File: src/rtl/ghost_mover.sv
// Ghost movement controller: owns one ghost's pixel position and heading and
// advances one pixel per step tick. On each tick the heading is picked from
// the active mode (random, chase, frightened, hold) and the blocked mask.
// Ports:
//   clk, rst                : clock, synchronous active-high reset
//   en                      : 1 = tick counter runs and the ghost may move
//   mode                    : 0 random, 1 chase, 2 frightened, 3 hold
//   target_x, target_y      : chase target pixel
//   blocked                 : per-direction wall mask at the current x/y
//   x, y, direction         : registered ghost position and heading
//   step, turn              : one-cycle pulses on position/heading change
//   stuck                   : high while every direction is blocked
module ghost_mover #(
  parameter int unsigned X_W         = 10,
  parameter int unsigned Y_W         = 9,
  parameter int unsigned START_X     = 200,
  parameter int unsigned START_Y     = 146,
  parameter int unsigned MAX_X       = 639,
  parameter int unsigned STEP_PERIOD = 131072,
  parameter logic [15:0] LFSR_SEED   = 16'hACE1,
  parameter bit          TUNNEL_EN   = 1'b1
) (
  input  logic           clk,
  input  logic           rst,
  input  logic           en,
  input  logic [1:0]     mode,
  input  logic [X_W-1:0] target_x,
  input  logic [Y_W-1:0] target_y,
  input  logic [3:0]     blocked,
  output logic [X_W-1:0] x,
  output logic [Y_W-1:0] y,
  output logic [1:0]     direction,
  output logic           step,
  output logic           turn,
  output logic           stuck
);

  localparam int unsigned CNT_W = (STEP_PERIOD > 2) ? $clog2(STEP_PERIOD) : 1;
  localparam int unsigned M_W   = ((X_W > Y_W) ? X_W : Y_W) + 1;
  localparam logic [CNT_W-1:0] CNT_LAST = CNT_W'(STEP_PERIOD - 1);
  localparam logic [X_W-1:0]   X_LAST   = X_W'(MAX_X);
  localparam logic [15:0]      LFSR_MASK = 16'hB400;

  localparam logic [1:0] D_UP    = 2'd0;
  localparam logic [1:0] D_DOWN  = 2'd1;
  localparam logic [1:0] D_LEFT  = 2'd2;
  localparam logic [1:0] D_RIGHT = 2'd3;
  localparam logic [1:0] M_HOLD  = 2'd3;

  logic [CNT_W-1:0] cnt;
  logic [15:0]      lfsr;
  logic [1:0]       mode_q;

  logic             tick_c;
  logic [3:0]       eb_c;
  logic [1:0]       rev_c;
  logic             pending_c;
  logic [1:0]       nxt_dir_c;
  logic             move_c;
  logic [X_W-1:0]   nx_c;
  logic [Y_W-1:0]   ny_c;
  logic signed [X_W:0] dx_c;
  logic signed [Y_W:0] dy_c;
  logic [X_W:0]     ax_c;
  logic [Y_W:0]     ay_c;
  logic [1:0]       xdir_c;
  logic [1:0]       ydir_c;
  logic [3:0][1:0]  ord_c;
  logic [2:0]       scan_c;
  logic [2:0]       chase_c;

  // First free direction scanning start, start+1, ... (mod 4); optional skip.
  // Returns {found, dir}.
  function automatic logic [2:0] scan_free(input logic [3:0] mask,
                                           input logic [1:0] start,
                                           input logic [1:0] skip,
                                           input logic       use_skip);
    logic [2:0] r;
    logic [1:0] d;
    r = 3'b000;
    // Walk backwards so the earliest free candidate is the one left in r.
    for (int i = 3; i >= 0; i--) begin
      d = start + 2'(i);
      if (!mask[d] && !(use_skip && (d == skip))) r = {1'b1, d};
    end
    return r;
  endfunction

  // Next heading, move decision and next position for the current tick.
  always_comb begin
    tick_c    = en && (cnt == CNT_LAST);
    rev_c     = direction ^ 2'b01;
    pending_c = (mode != mode_q);

    eb_c = blocked;
    if (y == '0) eb_c[D_UP]   = 1'b1;
    if (&y)      eb_c[D_DOWN] = 1'b1;
    if (!TUNNEL_EN) begin
      if (x == '0)     eb_c[D_LEFT]  = 1'b1;
      if (x == X_LAST) eb_c[D_RIGHT] = 1'b1;
    end

    dx_c   = $signed({1'b0, target_x}) - $signed({1'b0, x});
    dy_c   = $signed({1'b0, target_y}) - $signed({1'b0, y});
    ax_c   = dx_c[X_W] ? (X_W+1)'(-dx_c) : (X_W+1)'(dx_c);
    ay_c   = dy_c[Y_W] ? (Y_W+1)'(-dy_c) : (Y_W+1)'(dy_c);
    xdir_c = dx_c[X_W] ? D_LEFT : D_RIGHT;
    ydir_c = dy_c[Y_W] ? D_UP : D_DOWN;
    if (M_W'(ax_c) >= M_W'(ay_c)) begin
      ord_c[0] = xdir_c;
      ord_c[1] = ydir_c;
    end else begin
      ord_c[0] = ydir_c;
      ord_c[1] = xdir_c;
    end
    ord_c[2] = ord_c[1] ^ 2'b01;
    ord_c[3] = ord_c[0] ^ 2'b01;

    chase_c = 3'b000;
    for (int i = 3; i >= 0; i--) begin
      if (!eb_c[ord_c[i]] && (ord_c[i] != rev_c)) chase_c = {1'b1, ord_c[i]};
    end

    scan_c    = scan_free(eb_c, lfsr[1:0], rev_c, mode[1]);
    nxt_dir_c = direction;

    if (pending_c) begin
      if (!eb_c[rev_c]) nxt_dir_c = rev_c;
    end else begin
      unique case (mode)
        2'd0: begin
          if (eb_c[direction] && scan_c[2]) nxt_dir_c = scan_c[1:0];
        end
        2'd1: begin
          if (chase_c[2])         nxt_dir_c = chase_c[1:0];
          else if (!eb_c[rev_c])  nxt_dir_c = rev_c;
        end
        2'd2: begin
          if (scan_c[2])          nxt_dir_c = scan_c[1:0];
          else if (!eb_c[rev_c])  nxt_dir_c = rev_c;
        end
        default: nxt_dir_c = direction;
      endcase
    end

    move_c = !eb_c[nxt_dir_c] && (pending_c || (mode != M_HOLD));

    nx_c = x;
    ny_c = y;
    unique case (nxt_dir_c)
      D_UP:    ny_c = y - Y_W'(1);
      D_DOWN:  ny_c = y + Y_W'(1);
      D_LEFT:  nx_c = (x == '0) ? X_LAST : x - X_W'(1);
      default: nx_c = (x == X_LAST) ? '0 : x + X_W'(1);
    endcase
  end

  // State and registered outputs.
  always_ff @(posedge clk) begin
    if (rst) begin
      x         <= X_W'(START_X);
      y         <= Y_W'(START_Y);
      direction <= D_UP;
      step      <= 1'b0;
      turn      <= 1'b0;
      stuck     <= 1'b0;
      cnt       <= '0;
      lfsr      <= LFSR_SEED;
      mode_q    <= mode;
    end else begin
      lfsr <= lfsr[0] ? ((lfsr >> 1) ^ LFSR_MASK) : (lfsr >> 1);
      step <= 1'b0;
      turn <= 1'b0;
      if (en) cnt <= tick_c ? '0 : cnt + CNT_W'(1);
      if (tick_c) begin
        mode_q    <= mode;
        stuck     <= &eb_c;
        direction <= nxt_dir_c;
        turn      <= (nxt_dir_c != direction);
        if (move_c) begin
          x    <= nx_c;
          y    <= ny_c;
          step <= 1'b1;
        end
      end
    end
  end

endmodule

File: config.mk
export PLATFORM = sky130hd
export DESIGN_NAME = ghost_mover
export DESIGN_NICKNAME = d
export VERILOG_FILES = /design/src/rtl/ghost_mover.sv
export SDC_FILE = /design/constraint.sdc
export NUM_CORES = 1
export LEC_CHECK = 0
export BUFFER_PORTS_ARGS = -buffer_cell sky130_fd_sc_hd__buf_2
export CORE_UTILIZATION = 44
export CTS_CLUSTER_DIAMETER = 120
export DETAILED_ROUTE_END_ITERATION = 10
export HOLD_SLACK_MARGIN = 0.06
export SYNTH_ARGS = -nofsm -noshare
export SYNTH_HDL_FRONTEND = slang
export SYNTH_SLANG_ARGS = --single-unit
File: constraint.sdc
create_clock -name clk -period 11.4 [get_ports clk]
set_input_delay 1.71 -clock clk [delete_from_list [all_inputs] [get_ports clk]]
set_output_delay 1.71 -clock clk [all_outputs]
set_load 0.1 [all_outputs]
# Word-level counts from Yosys, hierarchy flattened
# Cells that the tools add are included.
# Widths: inputs -> output; s select.
[classes]
n_bitwise = 6
eq_ne = 17
reduce_logical = 41
add_sub_neg = 12
mux = 52
n_lt_le_gt_ge = 12
[ops]
columns = ["cell", "n"]
rows = [
  ["$lt 2x3->1 const B", 11],
  ["$mux 10", 3],
  ["$mux 3", 8],
  ["$bmux 1 s2", 11],
  ["$pmux 10 s2", 1],
  ["$pmux 9 s2", 1],
  ["$add 17x1->17 const B", 1],
  ["$eq 17x17->1 const B", 1],
  ["$mux 1", 17],
  ["$mux 17", 1],
  ["$mux 16", 1],
  ["$logic_and 1x1->1", 15],
  ["$logic_not 1->1", 13],
  ["$mux 2", 6],
  ["$ne 2x2->1", 6],
  ["$ge 11x10->1", 1],
  ["$mux 11", 1],
  ["$neg 11->11", 1],
  ["$sub 10x10->11", 1],
  ["$add 10x1->10 const B", 1],
  ["$eq 10x10->1 const B", 1],
  ["$logic_not 10->1", 1],
  ["$neg 10->10", 1],
  ["$sub 10x1->10 const B", 1],
  ["21 further kinds", 35],
]
[word_totals]
input_bits = 28
wordCells = 149
ff_bits = 59
output_inout_bits = 24

# Logic depth before layout (Yosys ltp)
# Gate-level depths: netlist of run 1.
[depth]
word_depth = 22
depth_mapped = 39
depth_no_buf = 38

# Worst setup path before layout of run 1
# OpenSTA, ideal clock, no wires.
[synth_timing]
path_type = "input port to flip-flop"
startpoint = "in target_x[0]"
endpoint = "reg y[8]"
stages = 36
setup_slack_ns = 2.153
setup_time_ns = 0.072
path_buffers = 2
t_required_ns = 11.328
t_arrival_ns = 9.176
path_cell_list = "inv_1 > ha_1 > inv_1 > fa_1 > nand3_1 > a21oi_1 > o41ai_2 > and2_1 > clkbuf_1 > o21ai_0 > xnor2_1 > ha_1 > a21o_1 > a2111oi_0 > nand3_1 > o22ai_1 > o41a_1 > xnor2_2 > o41ai_1 > o21ai_0 > a41oi_1 > o31a_1 > o211a_1 > clkbuf_1 > nand2_1 > ha_1 > nor2b_1 > o21ai_0 > nand2b_1 > a21oi_1 > o21bai_1 > a21o_1 > a21oi_1 > xnor2_1 > or3_1 > a21oi_1"
[synth_between]
elab_chain_cells = 22
word_cells_on_any_way = 44
classes_between = "add/sub: 2; order compare: 1; eq/ne: 5; mux: 21; bitwise: 2; reduce/logical: 13"
[synth_rtl]
columns = ["item", "line_no", "text"]
rows = [
  ["from (decl)", "27", "input logic [X_W-1:0] target_x,"],
  ["$sub 10x10->11 (*)", "103", "dx_c = $signed({1'b0, target_x}) - $signed({1'b0, x});"],
  ["$neg 11->11", "105", "ax_c = dx_c[X_W] ? (X_W+1)'(-dx_c) : (X_W+1)'(dx_c);"],
  ["$mux 11", "105", ""],
  ["$ge 11x10->1", "109", "if (M_W'(ax_c) >= M_W'(ay_c)) begin"],
  ["$mux 4 (*)", "109", ""],
  ["$not 1->1 (no source line)", "-", ""],
  ["$bmux 1 s2", "121", "if (!eb_c[ord_c[i]] && (ord_c[i] != rev_c)) chase_c = {1'b1, ord_c[i]};"],
  ["$mux 1 (implied by the code)", "121", ""],
  ["[6 not listed]", "-", ""],
  ["$mux 2 (*)", "135", "if (chase_c[2]) nxt_dir_c = chase_c[1:0];"],
  ["$pmux 2 s3 (*)", "130", "unique case (mode)"],
  ["$mux 2 (*)", "127", "if (pending_c) begin"],
  ["$bmux 1 s2", "146", "move_c = !eb_c[nxt_dir_c] && (pending_c || (mode != M_HOLD));"],
  ["$mux 1 (implied by the code)", "146", ""],
  ["$logic_not 1->1", "146", ""],
  ["$logic_and 1x1->1", "146", ""],
  ["$reduce_and 3->1 (no source line)", "-", ""],
  ["to (signal assigned)", "162", "y <= Y_W'(START_Y);"],
  ["to (signal assigned)", "182", "y <= ny_c;"],
  ["to (decl)", "31", "output logic [Y_W-1:0] y,"],
]
# Every way passes the cells marked *; elsewhere a longest branch is shown, timed or not. The select of a mux whose other input is x is not followed.
# A chain may end at the register's enable or synchronous reset.

# Worst setup path in the final report of run 1
# Same ends and word-level chain as after synthesis.

==> results of run 1 <==
[registers in the layout, indices dropped and copies added (netlist names)]
register   flops
mode_q         2
lfsr          16
x             10
turn           1
direction      2
y              9
stuck          1
step           1
cnt           17
[worst register-to-register path, delay by kind of cell (launching register included)]
kind	cells	cell delay [ns]
compound gates	18	5.11
simple gates	7	1.59
xor+xnor	3	0.47
flops	1	0.52
fa+ha+maj	4	1.36
buf+inv	1	0.06
[power by group]
group	internal, W	switching (W)	total [W]
clock	0.000192	0.000102	0.000294
combinational	0.000115	0.000164	0.000279
sequential	0.000213	0.00000358	0.000216
total	0.000520	0.000269	0.000789
[metrics by stage]
stage	cell area (um2)	setup WS, ns	power, W	cells
after global placement	6030	1.51	0.000488	929
final	6360	1.29	0.000789	945
after floorplan	5670	2.15	0.000440	731
after CTS	6360	1.47	0.000791	945
after global routing	6360	0.635	0.000832	945
after detailed placement	6030	1.13	0.000495	929
[layout make-up]
cell class	count	area, um2	share of cell area (%)
Timing Repair Buffer	54	278	4.37
Sequential cell	59	1200	18.9
Multi-Input combinational cell	606	4200	66.0
Clock buffer	9	225	3.54
Inverter	38	143	2.24
Tap cell	172	215	3.38
Clock inverter	7	100	1.57
[cells in the final DEF, fill, tap and decap left out, drive strengths merged, types with 5 or more instances in the layout]
cell type | netlist | final
buf | 8 | 54
nand2 | 60 | 60
xnor2 | 28 | 28
mux2 | 6 | 6
a211oi | 8 | 8
a2111oi | 6 | 6
nand2b | 6 | 6
and3 | 10 | 10
ha | 42 | 42
and2 | 8 | 8
or3 | 14 | 14
o211ai | 6 | 6
nor2b | 20 | 20
o21ai | 36 | 36
clkbuf | 20 | 9
a221o | 5 | 5
a221oi | 7 | 7
dfxtp | 57 | 57
nand4 | 9 | 9
o21bai | 7 | 7
a211o | 5 | 5
xor2 | 25 | 25
a21o | 14 | 14
o21a | 5 | 5
or2 | 11 | 11
nor2 | 69 | 69
a21oi | 49 | 49
mux2i | 18 | 18
inv | 36 | 37
o31ai | 10 | 10
nand3 | 32 | 32
nor3 | 25 | 25
[cell families after synthesis]
group	after synthesis	synth area share [%]
muxes	24	4.37
and+or+nand+nor	280	24.5
xor gates and xnor gates	53	8.33
buffers and inverters	66	4.70
adders and majority gates	45	10.3
AOI/OAI and AO/OA	204	26.6
DFF	59	21.2
[how the worst max path moves through the flow]
stage / start / endpoint / slack, ns / depth (start not counted)
floorplan: target_x[0] / y[8]$_SDFFE_PP0P_ / 2.15 / 36
global placement: target_x[0] / y[8]$_SDFFE_PP0P_ / 1.51 / 35
detailed placement: target_x[0] / y[8]$_SDFFE_PP0P_ / 1.13 / 35
CTS: target_x[0] / y[8]$_SDFFE_PP0P_ / 1.47 / 35
global route: target_x[0] / y[8]$_SDFFE_PP0P_ / 0.64 / 35
finish: target_x[0] / y[8]$_SDFFE_PP0P_ / 1.29 / 35
[per-layer routing]
metal | up-vias | global-route usage [%]
met5 | - | 0
met4 | 0 | 8.05
met3 | 21 | 3.09
met2 | 141 | 36.4
met1 | 2584 | 32.0
li1 | 2760 | -
==> flow_metrics.env, run 1 <==
export IMPL_grt_pass1_wl_um=24400
export IMPL_syn_to_final_growth_pct=12.3
export IMPL_ctsLongestPathBuffers=2
export IMPL_period_share_pct=88.7
export IMPL_synth_top_area_share_pct=20.1
export IMPL_routedLengthMet1_um=7340
export IMPL_critPathLaunchType="input pin"
export IMPL_worstSetupPathType="in -> reg"
export IMPL_worstPathBufferInverterCount=3
export IMPL_top_layer="met4"
export IMPL_finalClockSkew_ns=0.0142
export IMPL_grt_max_degree=39
export IMPL_dp_hpwl_um=11400
export IMPL_synth_edf_count=2
export IMPL_fin_setup_tns_ns=0
export IMPL_min_path_type="reg -> reg"
export IMPL_cp_end_kind="flip-flop"
export IMPL_numCtsBuffers=9
export IMPL_r2r_slack_ns=2.22
export IMPL_ctsResizeCount=0
export IMPL_yosysSeqAreaShare_pct=21.2
export IMPL_overflow=0
export IMPL_critPathMostFrequentCell="a21oi_1"
export IMPL_synth_nets=804
export IMPL_fp_dieW_um=115
export IMPL_path_max_fanout=13
export IMPL_vias_per_cell=5.83
export IMPL_synthArstFlopShare_pct=0
export IMPL_core_area_mm2=0.0126
export IMPL_max_freq_mhz=98.9
export IMPL_synth_main_ff_cell="dfxtp_1"
export IMPL_power_density_mw_per_mm2=124
export IMPL_dr_pass1_iters=5
export IMPL_met2WireLength_um=6750
export IMPL_required_ns=11.66
export IMPL_whs_ns=0.406
export IMPL_clock_sinks=59
export IMPL_cts_hold_buffers_added=0
export IMPL_yosys_warnings=0
export IMPL_hp_start="lfsr[8]$_SDFF_PP0_"
export IMPL_cap_violations=0
export IMPL_wl_per_cell_um=15.8
export IMPL_die_area_mm2=0.0133
export IMPL_cts_tree="built"
export IMPL_grt_antenna_before_repair=0
export IMPL_synthTopCellsByArea="dfxtp_1 20%, ha_1 9.3%, nor2_1 4.6%"
export IMPL_vias=5506
export IMPL_slew_headroom_pct=30.4
export IMPL_avgSynthCellArea_um2=7.75
export IMPL_vdd_ir_drop_max_uv=94.2
export IMPL_crit_family="compound AO/OA/AOI/OAI gates"
export IMPL_drive_gt1_share_pct=13.1
export IMPL_outcome="completed"
export IMPL_fin_crit_ns=10.11
export IMPL_die_y_um=115
export IMPL_synthTopCellsByCount="69 x nor2_1, 60 x nand2_1, 57 x dfxtp_1"
export IMPL_setup_viol=0
export IMPL_io_pins=52
export IMPL_worstReg2RegStart="x[0]$_SDFFE_PP0P_"
export IMPL_hold_path_end="lfsr[7]$_SDFF_PP1_"
export IMPL_num_fill_cells=1211
export IMPL_ant_nets=0
export IMPL_grt_pass1_vias=5001
export IMPL_worstMarginPinSlew_ns=1.04
export IMPL_rsz0062_at_grt="no"
export IMPL_synth_seq_cells=59
export IMPL_antenna_cells=0
export IMPL_max_stage_delay_ns=0.79
export IMPL_arrival_ns=10.37
export IMPL_clock_latency_ns=0.34
export IMPL_drcViolationCount=0
export IMPL_nets=841
export IMPL_cts_reportedPaths_clkPinSlew_ns=0.06
export IMPL_htreeDepth=3
export IMPL_post_route_util_pct=50.6
export IMPL_whs_path_depth=1
export IMPL_hold_violations=0
export IMPL_cp_slowest_cell="o41ai_1"
export IMPL_synthDistinctLibCells=82
export IMPL_cts_root_buffer="clkbuf_16"
export IMPL_synth_cells=731
export IMPL_wirelength_um=15000
export IMPL_worstRegToRegCells=33
export IMPL_rows=41
export IMPL_leakagePower_nw=2.63
export IMPL_wl_met3_um=638
export IMPL_cts_setup_buffers=0
export IMPL_start_util_pct=45.1
export IMPL_r2r_end="y[8]$_SDFFE_PP0P_"
export IMPL_drt_iter0_drc=401
export IMPL_synth_top_cell_by_area="dfxtp_1"
export IMPL_io_buffers=51
export IMPL_finalMaxSlewViolations=0
export IMPL_yosysMostFrequentCell="nor2_1"
export IMPL_grt_usage_pct=23.0
export IMPL_globalplace_congestion=0.908
export IMPL_synth_area_mm2=0.00567
(Power assumes the default switching activity.)
==> run 2: changes to the inputs <==
CORE_UTILIZATION = 60   (was 44)
PLACE_DENSITY = 0.8   (was default)
SLEW_MARGIN = 40   (was default)
==> flow_metrics.env, run 2 (synthesized netlist as in run 1, its figures left out) <==
export IMPL_nets=841
export IMPL_syn_to_final_growth_pct=8.94
export IMPL_clkPwrFrac_pct=29.4
export IMPL_cp_end_kind="flip-flop"
export IMPL_cap_violations=0
export IMPL_dr_pass1_iters=6
export IMPL_max_freq_mhz=101
export IMPL_switching_share_pct=35.6
export IMPL_max_stage_delay_ns=0.75
export IMPL_dp_slack_ns=1.31
export IMPL_grt_pass1_wl_um=24100
export IMPL_ctsLongestPathBuffers=2
export IMPL_fin_setup_tns_ns=0
export IMPL_io_buffers=51
export IMPL_critPathMostFrequentCell="a21oi_1"
export IMPL_area_sequential_mm2=0.00120
export IMPL_vdd_ir_drop_max_uv=140
export IMPL_cp_slowest_cell="o41ai_1"
export IMPL_fp_dieW_um=99.2
export IMPL_finalClockSkew_ns=0.0121
export IMPL_numCtsBuffers=9
export IMPL_slew_headroom_pct=39.7
export IMPL_clock_sinks=59
export IMPL_wirelength_um=14700
export IMPL_setup_viol=0
export IMPL_wl_per_cell_um=16.6
export IMPL_pwr_share_seq_pct=30.9
export IMPL_num_fill_cells=751
export IMPL_globalplace_congestion=0.943
export IMPL_rsz0062_at_grt="no"
export IMPL_dp_hpwl_um=11100
export IMPL_worstMarginPinSlew_ns=0.882
export IMPL_cts_hold_buffers_added=0
export IMPL_share_comb_of_total_power_pct=39.7
export IMPL_grt_usage_pct=30.2
export IMPL_path_max_fanout=13
export IMPL_multi_input_area_mm2=0.00421
export IMPL_die_y_um=99.2
export IMPL_clock_latency_ns=0.34
export IMPL_largest_reg_flops=17
export IMPL_vias=5711
export IMPL_cts_tree="built"
export IMPL_worstSetupPathType="in -> reg"
export IMPL_min_path_type="reg -> reg"
export IMPL_switchingPower_w=0.000248
export IMPL_io_pins=52
export IMPL_arrival_ns=10.17
export IMPL_cts_setup_buffers=0
export IMPL_ant_nets=0
export IMPL_outcome="completed"
export IMPL_critPathLaunchType="input pin"
export IMPL_grt_pass1_vias=5123
export IMPL_die_area_mm2=0.00983
export IMPL_htreeDepth=3
export IMPL_drive_gt1_share_pct=12.9
export IMPL_cts_reportedPaths_clkPinSlew_ns=0.07
export IMPL_ctsResizeCount=0
export IMPL_period_share_pct=86.9
export IMPL_grt_max_degree=39
export IMPL_vias_per_cell=6.46
export IMPL_required_ns=11.66
export IMPL_leakagePower_nw=2.59
export IMPL_start_util_pct=61.6
export IMPL_overflow=0
export IMPL_final_cell_mix="69 x nor2_1, 60 x nand2_1, 57 x dfxtp_1"
export IMPL_top_regs="cnt: 17 flops, lfsr: 16 flops, x: 10 flops"
export IMPL_power_w=0.000699
export IMPL_antenna_cells=0
export IMPL_cts_root_buffer="clkbuf_8"
export IMPL_hold_violations=0
export IMPL_core_area_mm2=0.00920
export IMPL_intPower_w=0.000450
export IMPL_rows=35
export IMPL_mostFrequentLayoutCell="nor2_1"
export IMPL_setup_slack_ns=1.49
export IMPL_power_density_mw_per_mm2=113
export IMPL_grt_antenna_before_repair=0
export IMPL_drcViolationCount=0
export IMPL_largest_register="cnt"
export IMPL_finalMaxSlewViolations=0
export IMPL_drt_iter0_drc=459
export IMPL_fin_crit_ns=9.91
[run 2: power by group through the flow]
stage	Combinational [W]	Sequential [W]	Clock, W
6_report	0.000278	0.000216	0.000205
5_1_grt	0.000305	0.000216	0.000216
4_1_cts	0.000273	0.000216	0.000207
3_5_place_dp	0.000271	0.000221	0
3_3_place_gp	0.000264	0.000220	0
2_1_floorplan	0.000221	0.000219	0
[run 2: routing by layer]
| layer | GRT usage, % | routed length, um | share of wire (%) |
|---|---|---|---|
| met1 | 40.8 | 6480 | 44 |
| met2 | 48.8 | 6800 | 46 |
| met3 | 4.50 | 1020 | 7.0 |
| met4 | 11.9 | 401 | 2.7 |
| met5 | 0 | 0 | 0 |
[run 2: area by class of cell]
type | instances | area share (%)
inverters | 38 | 2.31
well taps | 111 | 2.25
multi-input cells | 606 | 68.1
flip-flops and latches | 59 | 19.5
clock inverters | 5 | 1.26
repair buffers | 54 | 4.46
clock buffers | 11 | 2.13
[run 2: stage by stage]
stage          instance area, um2  cells  hold slack [ns]  util [%]
6_report                     6170    884            0.409      67.1
5_1_grt                      6170    884            0.429      67.1
4_1_cts                      6160    884            0.409      67.0
2_1_floorplan                5670    731            0.389         -
3_5_place_dp                 5960    868            0.393      64.8
3_3_place_gp                 5950    867            0.392      64.7
[run 2: critical path: cells and delay by family]
kind                     cells  cell delay, ns
XOR/XNOR                     3            0.42
adder cells (fa/ha/maj)      4            1.30
AND/OR/NAND/NOR              7            1.56
buffers and inverters        3            0.22
AO/OA/AOI/OAI               18            4.95
[run 2: path summary, 6_finish.rpt]
check	startpoint	slack, ns	cells past startpoint	end
setup / recovery	target_x[0]	1.49	35	y[8]$_SDFFE_PP0P_
hold / removal	lfsr[6]$_SDFF_PP1_	0.41	1	lfsr[5]$_SDFF_PP1_
setup reg to reg	x[3]$_SDFFE_PP1P_	2.39	32	y[8]$_SDFFE_PP0P_
hold reg to reg	lfsr[6]$_SDFF_PP1_	0.41	1	lfsr[5]$_SDFF_PP1_
==> run 3: changes to the inputs <==
CELL_PAD_IN_SITES_DETAIL_PLACEMENT = 0   (was default)
CELL_PAD_IN_SITES_GLOBAL_PLACEMENT = 1   (was default)
CORE_UTILIZATION = 45   (was 60)
PLACE_DENSITY = default   (was 0.8)
PLACE_DENSITY_LB_ADDON = 0.1   (was default)
==> flow_metrics.env, run 3 (synthesized netlist as in run 1, its figures left out) <==
export IMPL_critPathMostFrequentCell="a21oi_1"
export IMPL_grt_pass1_wl_um=25100
export IMPL_cp_end_kind="flip-flop"
export IMPL_cts_reportedPaths_clkPinSlew_ns=0.05
export IMPL_layout_cells_non_filler=942
export IMPL_clock_latency_ns=0.33
export IMPL_whs_ns=0.405
export IMPL_fin_crit_ns=10.09
export IMPL_syn_to_final_growth_pct=12.6
export IMPL_arrival_ns=10.34
export IMPL_cts_tree="built"
export IMPL_wl_per_cell_um=16.3
export IMPL_largest_reg_flops=17
export IMPL_intPower_w=0.000532
export IMPL_critPathLaunchType="input pin"
export IMPL_area_sequential_mm2=0.00120
export IMPL_globalplace_congestion=0.868
export IMPL_ctsLongestPathBuffers=2
export IMPL_required_ns=11.65
export IMPL_dp_hpwl_um=11900
export IMPL_top_regs="cnt: 17 flops, lfsr: 16 flops, x: 10 flops"
export IMPL_share_comb_of_total_power_pct=35.2
export IMPL_drcViolationCount=0
export IMPL_nets=842
export IMPL_worstMarginPinSlew_ns=0.839
export IMPL_final_cell_mix="69 x nor2_1, 60 x nand2_1, 57 x dfxtp_1"
export IMPL_antenna_cells=0
export IMPL_placedCellCount=926
export IMPL_cts_setup_buffers=0
export IMPL_crit_end="y[8]$_SDFFE_PP0P_"
export IMPL_num_fill_cells=1184
export IMPL_htreeDepth=3
export IMPL_hp_start="lfsr[6]$_SDFF_PP1_"
export IMPL_core_area_mm2=0.0122
export IMPL_start_util_pct=46.6
export IMPL_power_w=0.000797
export IMPL_worstSetupPathType="in -> reg"
export IMPL_setup_slack_ns=1.31
export IMPL_worstRegToRegCells=32
export IMPL_power_density_mw_per_mm2=125
export IMPL_io_buffers=51
export IMPL_drt_iter0_drc=361
export IMPL_leakagePower_nw=2.65
export IMPL_dp_slack_ns=1.17
export IMPL_max_stage_delay_ns=0.84
export IMPL_cts_hold_buffers_added=0
export IMPL_switchingPower_w=0.000265
export IMPL_die_area_mm2=0.0130
export IMPL_grt_pass1_vias=4963
export IMPL_r2r_slack_ns=2.20
export IMPL_r2r_end="y[8]$_SDFFE_PP0P_"
export IMPL_slew_headroom_pct=43.3
export IMPL_io_pins=52
export IMPL_pwr_share_seq_pct=27.1
export IMPL_numCtsBuffers=9
export IMPL_finalClockSkew_ns=0.00563
export IMPL_path_max_fanout=13
export IMPL_rows=40
export IMPL_max_freq_mhz=99.1
export IMPL_finalMaxSlewViolations=0
export IMPL_ant_nets=0
export IMPL_dr_pass1_iters=6
export IMPL_cts_root_buffer="clkbuf_16"
export IMPL_cp_slowest_cell="o41ai_1"
export IMPL_outcome="completed"
export IMPL_clock_sinks=59
export IMPL_drive_gt1_share_pct=13.3
export IMPL_grt_usage_pct=24.1
export IMPL_fin_setup_tns_ns=0
export IMPL_clkPwrFrac_pct=37.7
export IMPL_worstReg2RegStart="x[3]$_SDFFE_PP1P_"
export IMPL_mostFrequentLayoutCell="nor2_1"
export IMPL_hold_violations=0
export IMPL_period_share_pct=88.5
export IMPL_fp_dieW_um=114
export IMPL_cp_startpoint="target_x[0]"
export IMPL_multi_input_area_mm2=0.00421
export IMPL_grt_antenna_before_repair=0
export IMPL_largest_register="cnt"
export IMPL_ctsResizeCount=0
export IMPL_vdd_ir_drop_max_uv=82.5
export IMPL_overflow=0
export IMPL_grt_max_degree=39
export IMPL_rsz0062_at_grt="no"
export IMPL_setup_viol=0
export IMPL_vias_per_cell=5.85
export IMPL_switching_share_pct=33.3
export IMPL_die_y_um=114
export IMPL_cap_violations=0
export IMPL_min_path_type="reg -> reg"
export IMPL_vias=5508
export IMPL_wirelength_um=15400
==> run 3: power groups by stage <==
| stage | Combinational [W] | Clock, W | Sequential (W) |
|---|---|---|---|
| floorplan | 0.000221 | 0 | 0.000219 |
| global placement | 0.000269 | 0 | 0.000220 |
| detailed placement | 0.000275 | 0 | 0.000221 |
| CTS | 0.000277 | 0.000305 | 0.000216 |
| global route | 0.000311 | 0.000316 | 0.000217 |
| finish | 0.000281 | 0.000300 | 0.000216 |
==> run 3: critical path, delay by kind of cell <==
| kind | cells | cell delay (ns) |
|---|---|---|
| simple gates | 7 | 1.56 |
| fa+ha+maj | 4 | 1.29 |
| xor+xnor | 3 | 0.40 |
| buf+inv | 3 | 0.21 |
| compound gates | 18 | 5.11 |
==> run 3: worst min-delay path by stage <==
stage                     endpoint  slack [ns]  cells after the start
3_3_place_gp    lfsr[5]$_SDFF_PP1_        0.39                      1
4_1_cts         lfsr[6]$_SDFF_PP1_        0.41                      1
5_1_grt        lfsr[11]$_SDFF_PP1_        0.42                      1
6_report        lfsr[5]$_SDFF_PP1_        0.40                      1
3_5_place_dp    lfsr[6]$_SDFF_PP1_        0.39                      1
2_1_floorplan  lfsr[11]$_SDFF_PP1_        0.39                      1
==> run 3: cell type report <==
type,instances,share of cell area [%]
clock inverters,5,1.31
repair buffers,55,4.43
multi-input cells,606,65.9
clock buffers,11,3.96
flip-flops and latches,59,18.8
inverters,38,2.24
well taps,168,3.29
==> run 3: per-layer routing <==
layer	global-route usage [%]	part of all wire (%)
met5	0	0
met3	2.96	3.5
met1	35.0	51
met2	37.2	44
met4	7.27	1.6
==> run 3: through the flow <==
stage | utilization [%] | area, um2
final | 52.5 | 6380
after global routing | 52.5 | 6380
after CTS | 52.4 | 6380
after detailed placement | 49.7 | 6040
after global placement | 49.6 | 6030
after floorplan | - | 5670
